## config.mk

```make
export PLATFORM = sky130hd
export DESIGN_NAME = tcp_state_rd_arb_flat
export DESIGN_NICKNAME = d
export VERILOG_FILES = /design/src/rtl/tcp_state_rd_arb_if.sv /design/src/rtl/tcp_state_rd_arb.sv /design/src/flat_wrapper.sv
export SDC_FILE = /design/constraint.sdc
export NUM_CORES = 1
export LEC_CHECK = 0
export CORE_AREA = 2 2 165 167
export CTS_BUF_LIST = sky130_fd_sc_hd__clkbuf_8
export DETAILED_ROUTE_END_ITERATION = 8
export DIE_AREA = 0 0 167 169
export GPL_ROUTABILITY_DRIVEN = 0
export RECOVER_POWER = 100
export SYNTH_ARGS = -nofsm -noshare
export SYNTH_HDL_FRONTEND = slang
export SYNTH_SLANG_ARGS = --single-unit
```

## constraint.sdc

```tcl
create_clock -name clk -period 2.49 [get_ports clk]
set_input_delay 0.498 -clock clk [delete_from_list [all_inputs] [get_ports clk]]
set_output_delay 0.498 -clock clk [all_outputs]
set_load 0.005 [all_outputs]
```

## src/rtl/tcp_state_rd_arb_if.sv

```systemverilog
`default_nettype none
// ============================================================================
//  Module      : tcp_state_rd_arb_if
//  Description : Read request/response channel for the flow-state memory.
//                Requests and responses each use a val/rdy handshake.
//                The master drives requests and consumes responses.
//                The slave accepts requests and returns responses.
//  Revision    : 1.0  initial release
// ============================================================================
interface tcp_state_rd_arb_if #(
    parameter int ADDR_W = 6,
    parameter int DATA_W = 128
);
    logic              req_val;
    logic [ADDR_W-1:0] req_addr;
    logic              req_rdy;
    logic              resp_val;
    logic [DATA_W-1:0] resp_data;
    logic              resp_rdy;

    modport master (
        output req_val, req_addr, resp_rdy,
        input  req_rdy, resp_val, resp_data
    );

    modport slave (
        input  req_val, req_addr, resp_rdy,
        output req_rdy, resp_val, resp_data
    );
endinterface
`default_nettype wire

```

## src/rtl/tcp_state_rd_arb.sv

```systemverilog
`default_nettype none
// ============================================================================
//  Module      : tcp_state_rd_arb
//  Description : Shares one flow-state RAM read port between the RX
//                pipeline (requester 0) and the TX pipeline (requester 1).
//                Requests are arbitrated round-robin, and each grant is
//                tagged into an in-order FIFO. Each returning response is
//                routed to the requester that issued the matching read.
//                Optional macro STATE_RD_ARB_STRICT_PRIO_EN makes RX win
//                every tie instead of alternating.
//  Revision    : 1.0  initial release
// ============================================================================
module tcp_state_rd_arb #(
    parameter int ADDR_W          = 6,
    parameter int DATA_W          = 128,
    parameter int MAX_OUTSTANDING = 4
) (
    input  wire logic                               clk,
    input  wire logic                               rst,    // active-low, asynchronous
    tcp_state_rd_arb_if.slave                       rx,
    tcp_state_rd_arb_if.slave                       tx,
    tcp_state_rd_arb_if.master                      mem,
    output logic [$clog2(MAX_OUTSTANDING):0]        outstanding_cnt,
    output logic                                    unexp_resp_err
);
    localparam int c_idx_w = $clog2(MAX_OUTSTANDING);
    localparam int c_cnt_w = c_idx_w + 1;
    localparam logic [c_cnt_w-1:0] c_max_out = c_cnt_w'(MAX_OUTSTANDING);
    localparam logic [c_cnt_w-1:0] c_one     = c_cnt_w'(1);

    logic [c_cnt_w-1:0]         r_cnt;
    logic [c_cnt_w-1:0]         r_wr_ptr;
    logic [c_cnt_w-1:0]         r_rd_ptr;
    logic [MAX_OUTSTANDING-1:0] r_tag;
    logic                       r_last_grant;
    logic                       r_err;

    logic              w_any_val;
    logic              w_not_full;
    logic              w_can_issue;
    logic              w_winner;
    logic              w_issue;
    logic              w_empty;
    logic              w_head;
    logic              w_dest_rdy;
    logic              w_pop;
    logic [DATA_W-1:0] w_resp_data;

    assign w_any_val   = rx.req_val | tx.req_val;
    assign w_not_full  = (r_cnt < c_max_out);
    // A response leaving this cycle is deliberately not credited here.
    assign w_can_issue = w_not_full & mem.req_rdy;
    assign w_issue     = w_any_val & w_can_issue;

    // Pick the winner: a lone requester wins; ties alternate or favour RX.
    always_comb begin
        w_winner = 1'b0;
        if (rx.req_val && tx.req_val) begin
`ifdef STATE_RD_ARB_STRICT_PRIO_EN
            w_winner = 1'b0;
`else
            w_winner = ~r_last_grant;
`endif
        end else if (tx.req_val) begin
            w_winner = 1'b1;
        end
    end

    assign w_empty     = (r_wr_ptr == r_rd_ptr);
    assign w_head      = r_tag[r_rd_ptr[c_idx_w-1:0]];
    assign w_dest_rdy  = w_head ? tx.resp_rdy : rx.resp_rdy;
    assign w_pop       = mem.resp_val & ~w_empty & w_dest_rdy;
    assign w_resp_data = mem.resp_data;

    // Valid outputs are held low while reset is asserted.
    assign mem.req_val   = rst & w_any_val & w_not_full;
    assign mem.req_addr  = w_winner ? tx.req_addr : rx.req_addr;
    assign rx.req_rdy    = rst & w_issue & ~w_winner;
    assign tx.req_rdy    = rst & w_issue &  w_winner;

    assign mem.resp_rdy  = ~w_empty & w_dest_rdy;
    assign rx.resp_val   = rst & mem.resp_val & ~w_empty & ~w_head;
    assign tx.resp_val   = rst & mem.resp_val & ~w_empty &  w_head;
    assign rx.resp_data  = w_resp_data;
    assign tx.resp_data  = w_resp_data;

    assign outstanding_cnt = r_cnt;
    assign unexp_resp_err  = r_err;

    // Record the owner of each issued read in arrival order.
    always_ff @(posedge clk or negedge rst) begin
        if (!rst) begin
            r_tag <= '0;
        end else if (w_issue) begin
            r_tag[r_wr_ptr[c_idx_w-1:0]] <= w_winner;
        end
    end

    // Advance the tag FIFO pointers on push and pop; they wrap naturally.
    always_ff @(posedge clk or negedge rst) begin
        if (!rst) begin
            r_wr_ptr <= '0;
            r_rd_ptr <= '0;
        end else begin
            if (w_issue) begin
                r_wr_ptr <= r_wr_ptr + c_one;
            end
            if (w_pop) begin
                r_rd_ptr <= r_rd_ptr + c_one;
            end
        end
    end

    // Track reads in flight; a push and a pop in one cycle cancel out.
    always_ff @(posedge clk or negedge rst) begin
        if (!rst) begin
            r_cnt <= '0;
        end else begin
            case ({w_issue, w_pop})
                2'b10:   r_cnt <= r_cnt + c_one;
                2'b01:   r_cnt <= r_cnt - c_one;
                default: r_cnt <= r_cnt;
            endcase
        end
    end

    // Remember the last grant so that the other side wins the next tie.
    always_ff @(posedge clk or negedge rst) begin
        if (!rst) begin
            r_last_grant <= 1'b1;
        end else if (w_issue) begin
            r_last_grant <= w_winner;
        end
    end

    // Flag a response that has no matching outstanding read; stays set until reset.
    always_ff @(posedge clk or negedge rst) begin
        if (!rst) begin
            r_err <= 1'b0;
        end else if (mem.resp_val && w_empty) begin
            r_err <= 1'b1;
        end
    end
endmodule
`default_nettype wire
```

## src/flat_wrapper.sv

```systemverilog
// flat-port wrapper written by rule: the top's interface ports become plain ports
module tcp_state_rd_arb_flat 
#(
    parameter int ADDR_W          = 6,
    parameter int DATA_W          = 128,
    parameter int MAX_OUTSTANDING = 4
)
  (clk, rst, outstanding_cnt, unexp_resp_err, rx_req_val, rx_req_addr, rx_resp_rdy, rx_req_rdy, rx_resp_val, rx_resp_data, tx_req_val, tx_req_addr, tx_resp_rdy, tx_req_rdy, tx_resp_val, tx_resp_data, mem_req_val, mem_req_addr, mem_resp_rdy, mem_req_rdy, mem_resp_val, mem_resp_data);
  tcp_state_rd_arb_if #(.ADDR_W(ADDR_W), .DATA_W(DATA_W)) rx_i ();
  tcp_state_rd_arb_if #(.ADDR_W(ADDR_W), .DATA_W(DATA_W)) tx_i ();
  tcp_state_rd_arb_if #(.ADDR_W(ADDR_W), .DATA_W(DATA_W)) mem_i ();
  input  wire logic clk;
  input  wire logic rst;
  output logic [$clog2(MAX_OUTSTANDING):0] outstanding_cnt;
  output logic unexp_resp_err;
  input wire logic [$bits(rx_i.req_val)-1:0] rx_req_val;
  input wire logic [$bits(rx_i.req_addr)-1:0] rx_req_addr;
  input wire logic [$bits(rx_i.resp_rdy)-1:0] rx_resp_rdy;
  output wire logic [$bits(rx_i.req_rdy)-1:0] rx_req_rdy;
  output wire logic [$bits(rx_i.resp_val)-1:0] rx_resp_val;
  output wire logic [$bits(rx_i.resp_data)-1:0] rx_resp_data;
  input wire logic [$bits(tx_i.req_val)-1:0] tx_req_val;
  input wire logic [$bits(tx_i.req_addr)-1:0] tx_req_addr;
  input wire logic [$bits(tx_i.resp_rdy)-1:0] tx_resp_rdy;
  output wire logic [$bits(tx_i.req_rdy)-1:0] tx_req_rdy;
  output wire logic [$bits(tx_i.resp_val)-1:0] tx_resp_val;
  output wire logic [$bits(tx_i.resp_data)-1:0] tx_resp_data;
  output wire logic [$bits(mem_i.req_val)-1:0] mem_req_val;
  output wire logic [$bits(mem_i.req_addr)-1:0] mem_req_addr;
  output wire logic [$bits(mem_i.resp_rdy)-1:0] mem_resp_rdy;
  input wire logic [$bits(mem_i.req_rdy)-1:0] mem_req_rdy;
  input wire logic [$bits(mem_i.resp_val)-1:0] mem_resp_val;
  input wire logic [$bits(mem_i.resp_data)-1:0] mem_resp_data;
  assign rx_i.req_val = rx_req_val;
  assign rx_i.req_addr = rx_req_addr;
  assign rx_i.resp_rdy = rx_resp_rdy;
  assign rx_req_rdy = rx_i.req_rdy;
  assign rx_resp_val = rx_i.resp_val;
  assign rx_resp_data = rx_i.resp_data;
  assign tx_i.req_val = tx_req_val;
  assign tx_i.req_addr = tx_req_addr;
  assign tx_i.resp_rdy = tx_resp_rdy;
  assign tx_req_rdy = tx_i.req_rdy;
  assign tx_resp_val = tx_i.resp_val;
  assign tx_resp_data = tx_i.resp_data;
  assign mem_req_val = mem_i.req_val;
  assign mem_req_addr = mem_i.req_addr;
  assign mem_resp_rdy = mem_i.resp_rdy;
  assign mem_i.req_rdy = mem_req_rdy;
  assign mem_i.resp_val = mem_resp_val;
  assign mem_i.resp_data = mem_resp_data;
  tcp_state_rd_arb #(.ADDR_W(ADDR_W), .DATA_W(DATA_W), .MAX_OUTSTANDING(MAX_OUTSTANDING)) u_core (.clk(clk), .rst(rst), .rx(rx_i), .tx(tx_i), .mem(mem_i), .outstanding_cnt(outstanding_cnt), .unexp_resp_err(unexp_resp_err));
endmodule
```

==> results.txt <==
The share of total power dissipated in the clock network is 0.119. The number of hold violations in the final report is 0. CTS built an H-tree with a depth of 1. In the final layout, flip-flops and latches occupy 376.6 µm².

The endpoint identified for the worst register-to-register timing path is u_core.outstanding_cnt[2]. By area, the combinational part of the netlist is dominated by buffers and inverters. The height of the die came out at about 170 µm. The xor and xnor area share after synthesis is 0.03097. The worst reg-to-reg path cell count is 10.

In this run the remaining antenna-violating nets after routing total 0. The number of vias per cell after detailed routing is ~2.3. The fraction of synthesized cell area taken by the top area cell type is 0.6796. For met3 alone, demand over resource in global routing was 0.05986. The minimum period implied by the final worst setup slack came out at about 2.6 ns.

The startpoint identified for the worst hold timing path is u_core.r_last_grant. For this design the static power due to leakage is 0.6962 nW. The cts-stage hold buffer count came out at 0. Port buffering added 35 buffers. The core box area came out at around 27000 µm².

The number of antenna violations at the first check in global routing was 0. The multiplexer share of the synthesized area is 0.06150. The simple logic cell fraction of the synthesized area is 0.03805. The via count of the first global-routing pass is around 1300.

TritonCTS built the clock tree. The instance area at placement is around 1800 µm². The final clock skew came out at 0.004317 ns. The number of synthesized register bits is 15. The checks that failed: setup timing. The mean cell area of the mapped netlist is roughly 8.4 µm².

The count of fill cells added during filler insertion is about 3100. The global routing stage identified its most utilized layer as met2. Of the total power, the share spent switching nets is 0.3723. The power density of the placed cells came out at around 900 nW/µm². Data arrives at the worst endpoint at ~2.1 ns. The count of warnings emitted by yosys came out at 0.

The critical path is of the input port to output pin type. With fillers left out, the area of the finished cells amounts to between 1500 and 2000 µm². The internal power consumption came out at roughly 1.1 mW.

VDD sags by at most roughly 0.00064 V. The number of different library cells in the post-synthesis netlist is 26. For this design, the sink count on the clock tree is 15. The fraction of the mapped netlist area in compound gates came out at 0.009735. Setup slack on the worst reg-to-reg path comes out at 0.02 ns.

The instance count along the most critical hold path is 2. The placement-stage worst setup slack came out at -0.2320 ns. The total wirelength of the detailed-routed design is 7530 µm.

The clock buffer count from CTS came out at 3. The peak fanout along the critical path is 5. After synthesis, the cell types taking the most area are sky130_fd_sc_hd__buf_4 68%, sky130_fd_sc_hd__dfrtp_1 12%, sky130_fd_sc_hd__mux2_2 4.0%. The floorplan step set the die width to between 150 and 200 µm. The synthesized net count came out at 491. The detailed-routing iteration count for the pre-antenna-repair pass came out at 2. The worst hold path terminates at u_core.r_last_grant. The fraction of met2 tracks used by global routing is 0.07443. Once detailed placement completed, the half-perimeter wirelength came to between 6000 and 7000 µm.

Of the total synthesized cell area, the portion taken by full adders, half adders and majority gates is 0.03363. The number of vias in the routed layout is 1085. The post-route setup TNS came out at -0.1724 ns. For met1 alone, demand over resource in global routing was 0.02469.

The root buffer cell chosen for the clock tree is sky130_fd_sc_hd__clkbuf_8. The row count is 60. The relative area change from synthesis to final layout is -33.41%. The DRC violation count after routing is 0. In this run the critical register-to-register path is launched from u_core.r_rd_ptr[0].

The maximum number of pins on one net before global-route repair came out at 16. The overall die area came out at about 28000 µm². Summed over all instances, the cell type with the most area after synthesis is sky130_fd_sc_hd__buf_4. Of the synthesized area, sequential elements account for 0.1332.

The first-pass GRT wire length came out at 9577 µm. By count the netlist is led by 256 x sky130_fd_sc_hd__buf_4, 14 x sky130_fd_sc_hd__dfrtp_1, 10 x sky130_fd_sc_hd__mux2_2. Setup repair after global routing could not meet its margin everywhere. The type of the most critical hold path is flip-flop to flip-flop. The least setup slack across all paths after layout is -0.06276 ns. Counting along the longest clock path gives a buffer depth of 2. The part of the cycle the worst path needs came out at 1.025. The worst setup path is captured at an output pin.

The worst-margin pin slew is between 0.8 and 0.9 ns. The timing-limited maximum frequency came out at just under 400 MHz. The number of flops mapped to enable cells by yosys is 0. The total routing usage reported by global routing came out at 0.04902.

The initial standard-cell utilization of the core is 0.1067. The tightest slew margin relative to the limit came out at 0.4180. The layout cell share with drive strength beyond 1 came out at 0.3185. The total count of max-transition violations in the final report was 0. The run finished, with violations left.

At the worst endpoint, the required time is slightly below 2 ns. Clock-pin slew was measured on the worst setup and hold paths at around 0.07 ns. The cell area after technology mapping is approximately 2800 µm². The final layout net count came out at around 290.

The number of design-rule violations left by the first detailed-router iteration is 13. The multi-input combinational cell area came out at roughly 530 µm². The tightest hold margin came out at between 0.4 and 0.5 ns. The worst setup path is launched from an input port.

For this design the total switching power over the nets is roughly 630 µW. The number of antenna cells inserted is 0. The async set or reset register ratio after synthesis came out at 1.000.

The most common cell in the synthesized netlist is sky130_fd_sc_hd__buf_4. The most used flip-flop cell after synthesis is sky130_fd_sc_hd__dfrtp_1. The aggregate global routing overflow is 0. At the end of the flow the core is filled with cells to 0.07106. Max-cap violations in this run came to 0. For the worst-skew pair, the clock arrives at the later sink with an insertion delay of 0.25 ns. The count of final setup violators is 5. The share of total power dissipated in sequential elements is 0.283. Of the total power, combinational logic draws 0.598. The number of top-level pins came out at 420.

In the final routed layout, each cell accounts on average for around 16 µm. The cell count after synthesis came out at between 300 and 400.
[power by group through the flow]
stage	sequential (mW)	combinational, mW	clock [mW]
global route	0.502	1.13	0.218
floorplan	0.466	0.829	0
detailed placement	0.487	0.942	0
finish	0.480	1.01	0.202
global placement	0.486	0.924	0
CTS	0.487	1.04	0.207
[area by class of cell]
class / count / area share
multi-input cells: 55 / 0.2811
repair buffers: 52 / 0.2498
well taps: 341 / 0.2266
flip-flops and latches: 15 / 0.2000
clock buffers: 3 / 0.02193
inverters: 9 / 0.01794
clock inverters: 1 / 0.002658
[cell usage in the layout, fill, tap and decap left out, types with 2 or more instances in the layout]
cell / synthesis / final
sky130_fd_sc_hd__clkdlybuf4s50_1: 0 / 20
sky130_fd_sc_hd__dfrtp_1: 14 / 14
sky130_fd_sc_hd__buf_4: 256 / 13
sky130_fd_sc_hd__mux2_2: 10 / 10
sky130_fd_sc_hd__nand2_1: 9 / 9
sky130_fd_sc_hd__inv_1: 9 / 8
sky130_fd_sc_hd__xor2_1: 7 / 7
sky130_fd_sc_hd__ha_1: 6 / 5
sky130_fd_sc_hd__dlygate4sd2_1: 0 / 5
sky130_fd_sc_hd__dlygate4sd3_1: 0 / 4
sky130_fd_sc_hd__xnor2_1: 3 / 3
sky130_fd_sc_hd__clkbuf_8: 0 / 3
sky130_fd_sc_hd__clkdlybuf4s15_1: 0 / 3
sky130_fd_sc_hd__buf_6: 0 / 3
sky130_fd_sc_hd__nor2_1: 4 / 2
sky130_fd_sc_hd__nor4_1: 2 / 2
sky130_fd_sc_hd__clkbuf_1: 1 / 2
[stage by stage]
step | power (mW) | instances
global placement | 1.410 | 468
floorplan | 1.295 | 336
global route | 1.855 | 476
finish | 1.696 | 476
detailed placement | 1.428 | 468
CTS | 1.736 | 476
[worst max-delay path, cell delays in order]
cell	delay, ns
sky130_fd_sc_hd__dlygate4sd3_1	0.57
sky130_fd_sc_hd__a21boi_2	0.17
sky130_fd_sc_hd__buf_6	0.13
sky130_fd_sc_hd__buf_4	0.11
sky130_fd_sc_hd__mux2_2	0.31
sky130_fd_sc_hd__dlygate4sd2_1	0.26
[layer usage]
metal	vias to the layer above	wire, µm
met3	88	2126
met5	-	0
met1	384	1275
met4	0	818
li1	377	-
met2	236	3309
[how the worst max path moves through the flow]
stage / startpoint / endpoint / cells after the start
after floorplan: u_core.r_rd_ptr[0] / u_core.outstanding_cnt[2] / 9
after global placement: tx_req_val / mem_req_addr[5] / 5
after detailed placement: tx_req_val / mem_req_addr[3] / 5
after CTS: u_core.r_rd_ptr[0] / u_core.outstanding_cnt[2] / 10
after global routing: u_core.r_rd_ptr[0] / u_core.outstanding_cnt[2] / 10
final: rx_req_val / mem_req_addr[0] / 6
[registers in the layout, summed over array words and instances, names as in the netlist]
name	count
u_core.r_tag	4
u_core.outstanding_cnt	3
u_core.r_rd_ptr	3
u_core.r_wr_ptr	3
u_core.r_last_grant	1
u_core.unexp_resp_err	1
[logic make-up (layout without fill, tap and decap cells)]
logic type               after synthesis  in the layout
multiplexers                          14             14
XOR/XNOR                              10             10
AO/OA/AOI/OAI                          4              4
adder cells (fa/ha/maj)                7              7
flip-flops                            15             15
buffers and inverters                266             65
AND/OR/NAND/NOR                       20             20
[timing repair]
item | CTS | global route
setup endpoints to repair | 11 | 6
pin swaps | 3 | 0
gates resized for setup | 24 | 5
buffers inserted | 5 | 0
Note: power is estimated with default switching activity, not from simulation.
==> RTL change (config.mk and constraints unchanged) <==
`DATA_W` is set to 128 in 3 places; all go to 132.
--- a/src/rtl/tcp_state_rd_arb_if.sv
+++ b/src/rtl/tcp_state_rd_arb_if.sv
@@ -10,5 +10,5 @@
 interface tcp_state_rd_arb_if #(
     parameter int ADDR_W = 6,
-    parameter int DATA_W = 128
+    parameter int DATA_W = 132
 );
     logic              req_val;
--- a/src/rtl/tcp_state_rd_arb.sv
+++ b/src/rtl/tcp_state_rd_arb.sv
@@ -13,5 +13,5 @@
 module tcp_state_rd_arb #(
     parameter int ADDR_W          = 6,
-    parameter int DATA_W          = 128,
+    parameter int DATA_W          = 132,
     parameter int MAX_OUTSTANDING = 4
 ) (
--- a/src/flat_wrapper.sv
+++ b/src/flat_wrapper.sv
@@ -3,5 +3,5 @@
 #(
     parameter int ADDR_W          = 6,
-    parameter int DATA_W          = 128,
+    parameter int DATA_W          = 132,
     parameter int MAX_OUTSTANDING = 4
 )
Ports: changed (resized mem_resp_data, rx_resp_data and tx_resp_data); port bits go from 420 to 432. The function was not compared with the original's and may differ.
==> RTL change against the unedited design <==
The run still ends with setup timing left. Die area unchanged. Setup slack improved by 0.054 ns. Sequential cell count unchanged. Final area decreased by 0.86%. Count of clock-buffer cells in the layout unchanged. Global-route usage decreased by 0.21 points. Wire length decreased by 0.94%. Clock skew decreased by 0.0036 ns. Combinational power decreased by 7%. Power decreased by 4.3%. Area after synthesis increased by 2.1%. Largest power group unchanged.
==> RTL change: results (changes against the unedited design) <==
drt:
  wl_met2_um: 2669  # was 3309 µm
  num_vias: 1094  # was 1085
  post_drt_wl_per_cell_um: 15.77  # was 15.82 µm
  wl_met1_um: 1658  # was 1275 µm
  avgViaCountPerCell: 2.313  # was 2.279
  met3_length_um: 2247  # was 2126 µm
  maxUsedRoutingLayer: "met5"  # was met4
  firstDrtPassIters: 4  # was 2
  first_iter_violations: 26  # was 13
placed_design:
  place_area_um2: 1767  # was 1777 µm²
  dp_hpwl_um: 6251  # was 6484 µm
  dp_cells: 465  # was 468
  preCtsSetupSlack_ns: -0.2171  # was -0.2320 ns
logic_synthesis:
  synth_common_cells: "buf_4 (264), dfrtp_1 (14), mux2_2 (10), inv_1 (9), nand2_1 (9)"  # was buf_4 (256), dfrtp_1 (14), mux2_2 (10), inv_1 (9), nand2_1 (9)
  synth_seq_area_share: 0.1304  # was 0.1332
  syn_inst: 344  # was 336
  netlist_top_cells_area: "buf_4 (69%), dfrtp_1 (12%), mux2_2 (3.9%), ha_1 (2.6%), xor2_1 (2.1%)"  # was buf_4 (68%), dfrtp_1 (12%), mux2_2 (4.0%), ha_1 (2.7%), xor2_1 (2.2%)
  synth_nets: 503  # was 491
  synth-warning-count: 0  # unchanged
global_route:
  grt_usage: 0.04689  # was 0.04902
  gr-usage-met1: 0.03193  # was 0.02469
  grtUsageMet3: 0.06547  # was 0.05986
  grt_pass1_vias: 1207  # was 1263
  grt_use_met2: 0.05207  # was 0.07443
  grt_pass1_wl_um: 9273  # was 9577 µm
min_path:
  min_path_type: "reg -> reg"  # unchanged
power:
  peakVddDrop_mv: 0.4353  # was 0.6352 mV
  p_leak_nw: 0.7038  # was 0.6962 nW
  combPwrFrac: 0.579  # was 0.598
  p_int_mw: 1.013  # was 1.065 mW
  clkPwrFrac: 0.124  # was 0.119
run_status:
  violations: "setup timing"  # unchanged
  status: "finished, violations left"  # unchanged
timing:
  final.setup.tns_ns: -0.008570  # was -0.1724 ns
  setup-violations-final: 1  # was 5
  worst_slew_pin_slew_ns: 0.8808  # was 0.8730 ns
  worst_slack_ns: -0.008570  # was -0.06276 ns
  skew_ns: 0.0007283  # was 0.004317 ns
finish:
  max_flop_register: "u_core.r_tag"  # unchanged
  buffers: 49  # was 52
  final-nonclk-buf-share: 0.2420  # was 0.2498
  seq_share: 0.2017  # was 0.2000
  clockNetworkAreaShare: 0.02480  # was 0.02458
  final_nets: 292  # was 291
  final_cell_area_um2: 1867  # was 1883 µm²
  multi_input_area_share: 0.2849  # was 0.2811
  layout-drive-gt1-share: 0.2955  # was 0.3185
setup_path:
  path_max_fanout: 2  # was 5
  worst_ep_arrival_time_ns: 2.67  # was 2.05 ns
-- RTL change: cell types whose count changed in the layout (fill, tap and decap cells not counted), sizes merged --
cell,unedited run,this run
dlymetal6s2s,1,2
clkbuf,6,5
clkdlybuf4s50,20,16
clkdlybuf4s15,3,1
buf,16,13
dlygate4sd2,5,9
dlygate4sd3,4,6
-- RTL change: kinds of logic (layout without fill, tap and decap cells) --
| logic type | count (synthesis) | count (layout) | synth area share |
|---|---|---|---|
| AO/OA/AOI/OAI | 4 | 4 | 0.009533 |
| XOR/XNOR | 10 | 10 | 0.03033 |
| adder cells (fa/ha/maj) | 7 | 7 | 0.03293 |
| buffers and inverters | 274 | 62 | 0.6993 |
| flip-flops | 15 | 15 | 0.1304 |
| multiplexers | 14 | 14 | 0.06022 |
| AND/OR/NAND/NOR | 20 | 20 | 0.03726 |
-- RTL change: critical path, cell delays in order, from the launching register on --
cell,delay [ns]
dfrtp_1,0.37
mux4_2,0.58
mux2i_4,0.22
nor3_2,0.24
ha_2,0.23
inv_2,0.04
fa_2,0.33
xor2_1,0.15
nor2_1,0.12
xor2_1,0.15
-- RTL change: path summary, 6_finish.rpt --
path	start	slack, ns	end	cells past startpoint
setup / recovery	u_core.r_rd_ptr[0]	-0.009	u_core.outstanding_cnt[2]	9
hold / removal	u_core.r_last_grant	0.48	u_core.r_last_grant	2
setup reg to reg	u_core.r_rd_ptr[0]	-0.009	u_core.outstanding_cnt[2]	9
hold reg to reg	u_core.r_last_grant	0.48	u_core.r_last_grant	2
max in group asynchronous	rst	1.04	u_core.unexp_resp_err	2
min in group asynchronous	rst	0.91	u_core.outstanding_cnt[0]	2
-- RTL change: timing repair --
item / in CTS / in global routing
setup buffers: 2 / 2
gates resized for setup: 17 / 10
setup endpoints to repair: 12 / 6
pin swaps: 0 / 5
